File: src/rtl/elink_reset_seq.sv
// Multi-channel PLL reset / bring-up sequencer for elink clocking.
// Heartbeat-paced per-channel FSMs with lock timeout, retry and stagger.
module elink_reset_seq #(
  parameter int N       = 2,
  parameter int RCW     = 8,
  parameter int HOLD    = 4,
  parameter int TMO     = 16,
  parameter int RETRY   = 3,
  parameter int STAGGER = 1
) (
  input  logic         clk,
  input  logic         reset,
  input  logic [N-1:0] enable,
  input  logic [N-1:0] pll_locked,
  input  logic [N-1:0] aux_ready,
  output logic [N-1:0] pll_reset,
  output logic [N-1:0] active,
  output logic [N-1:0] nreset_out,
  output logic [N-1:0] error,
  output logic         all_active
);

  localparam int SMAX = (HOLD > TMO) ? HOLD : TMO;
  localparam int SW   = $clog2(SMAX) + 1;
  localparam int RW   = $clog2(RETRY) + 1;

  localparam logic [SW-1:0] HOLD_L  = SW'(HOLD - 1);
  localparam logic [SW-1:0] TMO_L   = SW'(TMO - 1);
  localparam logic [RW-1:0] RETRY_L = RW'(RETRY);

  typedef enum logic [2:0] {
    S_IDLE,
    S_PLL_RST,
    S_WAIT_LOCK,
    S_ACTIVE,
    S_ERROR
  } state_e;

  logic [RCW-1:0] pre_q;
  logic           hb_q;
  logic [N-1:0]   sync_q;
  logic [N-1:0]   lk_q;
  logic [N-1:0]   nrst_q;
  logic [N-1:0]   act;
  logic [N-1:0]   up_ok;
  logic [N:0]     chain;

  state_e        st_q    [N];
  state_e        st_d    [N];
  logic [SW-1:0] step_q  [N];
  logic [SW-1:0] step_d  [N];
  logic [RW-1:0] retry_q [N];
  logic [RW-1:0] retry_d [N];

  always_ff @(posedge clk) begin
    if (reset) begin
      pre_q  <= '0;
      hb_q   <= 1'b0;
      sync_q <= '0;
      lk_q   <= '0;
      nrst_q <= '0;
      for (int i = 0; i < N; i++) begin
        st_q[i]    <= S_IDLE;
        step_q[i]  <= '0;
        retry_q[i] <= '0;
      end
    end else begin
      pre_q  <= pre_q + 1'b1;
      hb_q   <= &pre_q;
      sync_q <= pll_locked;
      lk_q   <= sync_q;
      nrst_q <= act;
      for (int i = 0; i < N; i++) begin
        st_q[i]    <= st_d[i];
        step_q[i]  <= step_d[i];
        retry_q[i] <= retry_d[i];
      end
    end
  end

  always_comb begin
    act       = '0;
    pll_reset = '0;
    error     = '0;
    for (int i = 0; i < N; i++) begin
      act[i]       = (st_q[i] == S_ACTIVE);
      error[i]     = (st_q[i] == S_ERROR);
      pll_reset[i] = (st_q[i] == S_IDLE) ||
                     (st_q[i] == S_PLL_RST) ||
                     (st_q[i] == S_ERROR);
    end
  end

  // Channel i may leave IDLE only while its upstream neighbour is ACTIVE.
  assign chain = {act, 1'b1};
  assign up_ok = (STAGGER != 0) ? chain[N-1:0] : '1;

  always_comb begin
    for (int i = 0; i < N; i++) begin
      st_d[i]    = st_q[i];
      step_d[i]  = step_q[i];
      retry_d[i] = retry_q[i];
      if (!enable[i]) begin
        st_d[i]    = S_IDLE;
        step_d[i]  = '0;
        retry_d[i] = '0;
      end else if (st_q[i] == S_ACTIVE && !lk_q[i]) begin
        st_d[i]    = S_PLL_RST;
        step_d[i]  = '0;
        retry_d[i] = '0;
      end else if (hb_q) begin
        unique case (st_q[i])
          S_IDLE: begin
            if (up_ok[i]) begin
              st_d[i]   = S_PLL_RST;
              step_d[i] = '0;
            end
          end
          S_PLL_RST: begin
            if (step_q[i] == HOLD_L) begin
              st_d[i]   = S_WAIT_LOCK;
              step_d[i] = '0;
            end else begin
              step_d[i] = step_q[i] + 1'b1;
            end
          end
          S_WAIT_LOCK: begin
            if (lk_q[i] && aux_ready[i]) begin
              st_d[i]    = S_ACTIVE;
              retry_d[i] = '0;
            end else if (step_q[i] == TMO_L) begin
              retry_d[i] = retry_q[i] + 1'b1;
              step_d[i]  = '0;
              if (retry_d[i] == RETRY_L) begin
                st_d[i] = S_ERROR;
              end else begin
                st_d[i] = S_PLL_RST;
              end
            end else begin
              step_d[i] = step_q[i] + 1'b1;
            end
          end
          S_ACTIVE, S_ERROR: begin
          end
          default: st_d[i] = S_IDLE;
        endcase
      end
    end
  end

  assign active     = act;
  assign nreset_out = nrst_q;
  assign all_active = &act;

endmodule

File: config.mk
export PLATFORM = sky130hd
export DESIGN_NAME = elink_reset_seq
export DESIGN_NICKNAME = d
export VERILOG_FILES = /design/src/rtl/elink_reset_seq.sv
export SDC_FILE = /design/constraint.sdc
export NUM_CORES = 1
export LEC_CHECK = 0
export ABC_CLOCK_PERIOD_IN_PS = 4600
export BUFFER_PORTS_ARGS = -buffer_cell sky130_fd_sc_hd__buf_2
export CAP_MARGIN = 20
export CORE_MARGIN = 4
export CORE_UTILIZATION = 25
export CTS_BUF_LIST = sky130_fd_sc_hd__clkbuf_16
export CTS_CLUSTER_SIZE = 25
export DETAILED_ROUTE_END_ITERATION = 10
export GPL_TIMING_DRIVEN = 0
export MAX_ROUTING_LAYER = met4
export PLACE_DENSITY_LB_ADDON = 0.05
export SETUP_SLACK_MARGIN = 0.5
export SYNTH_ARGS = -nofsm -noshare
export SYNTH_HDL_FRONTEND = slang
export SYNTH_SLANG_ARGS = --single-unit
export TNS_END_PERCENT = 20
File: constraint.sdc
create_clock -name clk -period 4.6 [get_ports clk]
set_input_delay 0 -clock clk [delete_from_list [all_inputs] [get_ports clk]]
set_output_delay 0 -clock clk [all_outputs]
set_load 0.02 [all_outputs]
-- Word-level counts from Yosys, hierarchy flattened
Memories as Yosys holds them, arrays and structs flattened.
Index checks and enable logic that the tools add are counted.
- flip-flop bits (word level): 15
- bits in latches: 0
- memory bits (writable): 22
- ROM bits: 0
- output and inout port bits: 9
- memories: 3
- memories (name ; words ; bits a word ; read ports ; clocked after memory_dff ; write ports ; RTL line ; RTL):
    step_q ; 2 ; 5 ; 2 ; 0 ; 2 ; 50 ; logic [SW-1:0] step_q [N];
    retry_q ; 2 ; 3 ; 2 ; 0 ; 2 ; 52 ; logic [RW-1:0] retry_q [N];
    st_q ; 2 ; 3 ; 2 ; 0 ; 2 ; 48 ; state_e st_q [N];
- $add $sub $neg: 5
- multiply operators: 0
- divide/modulo/power cells: 0
- order comparisons: 0
- equal/unequal tests: 14
- shift-type cells: 0
- muxes and demuxes: 53
- bitwise operators: 6
- reduce and logical (&&, ||, !) cells: 16
- operators with widths (operator ; count):
    3-bit 2-to-1 mux ; 31
    5-bit 2-to-1 mux ; 15
    5-bit one-hot mux with 3 select lines ; 2
    3-bit one-hot mux with 4 select lines ; 2
    3-bit by 2-bit equality test with 1-bit output, second input constant ; 6
    5-bit by 1-bit adder with 5-bit output, second input constant ; 2
    5-bit by 2-bit equality test with 1-bit output, second input constant ; 2
    5-bit by 4-bit equality test with 1-bit output, second input constant ; 2
    8-bit by 1-bit adder with 8-bit output, second input constant ; 1
    8-bit AND reduction ; 1
    3-bit by 1-bit adder with 3-bit output, second input constant ; 2
    3-bit by 1-bit equality test with 1-bit output, second input constant ; 2
    3-bit equality test, second input constant ; 2
    3-bit zero test ; 2
    1-bit bitwise OR ; 6
    1-bit logical AND ; 4
    1-bit logical OR ; 4
    2-bit OR reduction ; 2
    1-bit 2-to-1 mux ; 3
    1-bit zero test ; 2
    2-bit AND reduction ; 1

-- Depth between registers and ports, before layout
An unclocked memory read counts as a cell.
- depth after elaboration: 11
- mapped depth: 8
- depth with buffers taken out: 8

-- Worst setup path before layout
No wires, ideal clock.
- path type: register to register
- start: memory step_q[0][5] in the netlist's numbering
- end: memory st_q[0][3] in the netlist's numbering
- data arrival time: 1.797 ns
- required time: 4.479 ns
- setup slack: 2.682 ns
- stages on the path, launching flop included: 9
- path buffers: 0
- period minus slack after synthesis: 1.918 ns
- cells stage by stage: dfxtp_1 > ha_1 > nand3_1 > inv_1 > ha_1 > a21oi_1 > o21ai_0 > or4b_4 > mux2_4
- RTL lines (element ; RTL line):
    start: declaration ; 50
    end: declaration ; 48

==> results.txt <==
The total power density per cell area is 284.3 mW/mm2. The cell depth of the worst min-delay path came out at 3. In the finished design, the share of the clock period the worst path needs comes to 46.04%. The worst hold path terminates at st_q[0][0]. The worst reg2reg path startpoint is step_q[0][5]. The final sum of negative setup slack is 0 ps. The minimum period implied by the final worst setup slack is 2118 ps.

The floorplan die height is 98.05 um. The maximum number of buffers from clock root to sink is 2. In the final routed layout, each cell accounts on average for 13.06 um. The die boundary width came out at 98.05 um. The layout net count came out at 286. The worst-case IR drop observed on VDD is 0.0001203 V.

Setup slack closes at 2482 ps. On the final layout, the worst hold slack is 35.30 ps. The static leakage power came out at 0.9515 nW. Counting flops with a built-in enable in the synthesized netlist gives 0. Based on the critical path, the design can be clocked at up to 472.2 MHz.

STA puts the critical path data required time at 4770 ps. The number of endpoints with negative hold slack in the final report is 0. The worst setup path is launched from a register. The worst setup path is captured at a register. The depth of the most critical reg-to-reg path is 8.

Clock-pin slew was measured on the worst setup and hold paths at 60 ps. At the pin with the least slew margin, the transition time is 748.7 ps. The number of buffers added by the clock tree synthesis step is 5. Among all flip-flop cells after synthesis, the most frequent one is sky130_fd_sc_hd__dfxtp_1. The detailed-placement wirelength estimate came out at 3.515 mm. The switching share of total power is 22.62%. The net switching component of the power is 0.0001564 W. Of the cells placed in the final design, the portion with a size suffix greater than 1 is 13.81%. The share of power burned in combinational logic is 3.3%.

The reg-to-reg setup timing slack came out at 2480 ps. The max capacitance violation total is 0. The setup-violating endpoint count in the final report came out at 0. Sequential elements use 36.54% of the synthesized area. In this run the critical register-to-register path is captured at st_q[0][3].

Setup repair after global routing left no endpoint under its margin. The share of power burned in the clock network is 49.4%. The basic-gate share of the synthesized area counting and, or, nand and nor cells came out at 29.32%.

The placement row count came out at 32. Measured against its own limit, the worst slew margin works out to 49.75%. OpenSTA, run right after detailed placement, puts the worst setup slack at 2477 ps. The number of antenna repair diodes came out at 0. By area, the combinational part of the netlist is dominated by simple AND/OR/NAND/NOR gates. The worst hold path startpoint is enable[0]. The overall routing resource usage came out at 10.97%. In this run the mean area of a mapped cell was 8.481 um2. The total of fill cells in the finished design came out at 859. The post-route clock skew is 4.312 ps. The floorplan step defined a core boundary enclosing 0.007807 mm2. The number of ports placed on the die boundary came out at 17. The cell total after placement is 357.

The number of antenna violations at the first check in global routing came out at 0. The adder and majority cell fraction of the synthesized area is 6.790%. The synthesized netlist net count is 258. Synthesis handed over a netlist of 239 instances. The number of global-route vias before repair came out at 1695.

The synthesis-to-finish area growth came out at 20.00%. Once the clock tree was built, the resizer swapped 0 gates to a different size. Summing internal, switching and leakage power gives 0.0006915 W.

The number of buffers inserted by port buffering is 16. The complex-gate fraction of the synthesized area came out at 17.16%. The final-report max-slew violation count is 0.

The number of levels in the clock H-tree is 2. The design internal power came out at 0.0005351 W. The number of cells in the finished layout apart from fillers came out at 370. TritonCTS built the clock tree.

The register bit total from synthesis came out at 37. The overall die area came out at 0.009613 mm2. The min-delay analysis places its worst path in the category input pin to register.

The library cell used most frequently in the layout, excluding fill and tap cells, is sky130_fd_sc_hd__dfxtp_1. The parity-gate share of the synthesized area counting xor and xnor cells is 3.457%. The critical path in this run is classified as register to register.

The clock reaches the later pin of the worst-skew pair after 280 ps. The final wirelength came out at 4.832 mm. The first-pass GRT wire length is 8.342 mm. The share of synthesized area spent on multiplexers is 2.222%. The vias after detailed routing came out at 1739. The worst endpoint data arrival time came out at 2290 ps. The first TritonRoute pass finished after 4 iterations. Synthesis instantiated 47 different standard cells from the library. The initial core utilization is 25.96%.

The top cell types in the final layout, fill and taps aside, are 37 x sky130_fd_sc_hd__dfxtp_1, 24 x sky130_fd_sc_hd__nor2_1, 21 x sky130_fd_sc_hd__a21oi_1. The final weighted congestion in routability-driven placement came out at 0.7708. The cell at the root of the clock tree is sky130_fd_sc_hd__clkbuf_16. The run finished with clean final reports. In this run the worst path has a maximum fanout of 4.

For this run the aggregate overflow at the end of global routing stands at 0. For this run, design rule violations remaining after detail routing come to 0. The DRC marker count from the first detailed-route iteration is 80. The cell area that synthesis handed to floorplanning was 0.002027 mm2. The sequential group share of total power is 47.3%. The fraction of synthesis flops using an asynchronous set or reset pin is 0%. Entering global routing, the biggest net connects 14 pins. The number of sinks on the clock net is 37. Once detail routing completed, the nets flagged for antenna violations numbered 0. Dividing the detail-routed via count by the number of cells gives 4.700. The total of warnings raised by yosys came out at 0.
synthesized netlist by cell type, types with 8 or more instances:
master / number / share of area (%)
sky130_fd_sc_hd__nand4_1: 8 / 2.5
sky130_fd_sc_hd__nand3_1: 16 / 4.0
sky130_fd_sc_hd__a21oi_1: 21 / 5.2
sky130_fd_sc_hd__nor2_1: 24 / 4.4
sky130_fd_sc_hd__o21ai_0: 9 / 2.2
sky130_fd_sc_hd__inv_1: 15 / 2.8
sky130_fd_sc_hd__nand2b_1: 10 / 3.1
sky130_fd_sc_hd__ha_1: 11 / 6.8
sky130_fd_sc_hd__dfxtp_1: 37 / 37
sky130_fd_sc_hd__nor2b_1: 8 / 2.5
sky130_fd_sc_hd__nand2_1: 9 / 1.7
worst max path at each step:
stage | from | to | cells after the start
5_1_grt | step_q[0][5] | st_q[0][3] | 8
2_1_floorplan | step_q[0][5] | st_q[0][3] | 8
3_3_place_gp | step_q[0][5] | st_q[0][3] | 8
3_5_place_dp | step_q[0][5] | st_q[0][3] | 8
6_report | step_q[0][5] | st_q[0][3] | 8
4_1_cts | step_q[0][5] | st_q[0][3] | 8
cell families (layout without fill, tap and decap cells):
logic type / Yosys count / in the layout
buf+inv: 23 / 52
mux: 4 / 4
compound gates: 55 / 55
fa+ha+maj: 11 / 11
simple gates: 101 / 101
xor+xnor: 8 / 8
flops: 37 / 37
per-layer routing:
layer  track usage (%)  share of wire [%]
met1             15.13                 52
met2             15.76                 44
met3             2.357                2.8
met4             3.834                1.6
met5                 -                  0
flip-flops by register name, indices dropped and copies added, names as in the netlist:
| signal | flops |
|---|---|
| step_q | 10 |
| pre_q | 8 |
| retry_q | 6 |
| st_q | 6 |
| lk_q | 2 |
| nreset_out | 2 |
| sync_q | 2 |
| hb_q | 1 |
worst max-delay path, cell delays in order, from the launching register on:
cell	delay, ps
sky130_fd_sc_hd__dfxtp_1	360
sky130_fd_sc_hd__ha_1	220
sky130_fd_sc_hd__nand3_1	120
sky130_fd_sc_hd__inv_1	70
sky130_fd_sc_hd__ha_1	190
sky130_fd_sc_hd__a21oi_1	90
sky130_fd_sc_hd__o21ai_0	150
sky130_fd_sc_hd__or4b_4	490
sky130_fd_sc_hd__mux2_4	300
power groups by stage:
stage          registers [W]  logic (W)  clock network, W
2_1_floorplan       0.000333  0.0000116                 0
3_3_place_gp        0.000334  0.0000204                 0
3_5_place_dp        0.000334  0.0000201                 0
4_1_cts             0.000327  0.0000234          0.000357
5_1_grt             0.000327  0.0000259          0.000368
6_report            0.000327  0.0000228          0.000342
timing repair:
| item | 4_1_cts | 5_1_grt |
|---|---|---|
| buffers inserted | 0 | 0 |
| hold buffers | 5 | 0 |
| endpoints found under the hold margin | 5 | 0 |
cell type report:
type	instances	area (um2)	area share, %
well taps	102	127.6	5.247
multi-input cells	179	1195	49.13
clock inverters	3	22.52	0.9259
flip-flops and latches	37	740.7	30.45
plain buffers	7	31.28	1.286
repair buffers	21	130.1	5.350
inverters	16	60.06	2.469
clock buffers	5	125.1	5.144
through the flow:
| stage | cell area, um2 | util, % |
|---|---|---|
| global placement | 2235 | 28.62 |
| CTS | 2432 | 31.15 |
| floorplan | 2027 | - |
| global route | 2432 | 31.15 |
| detailed placement | 2235 | 28.62 |
| finish | 2432 | 31.15 |
(Power assumes the default switching activity.)
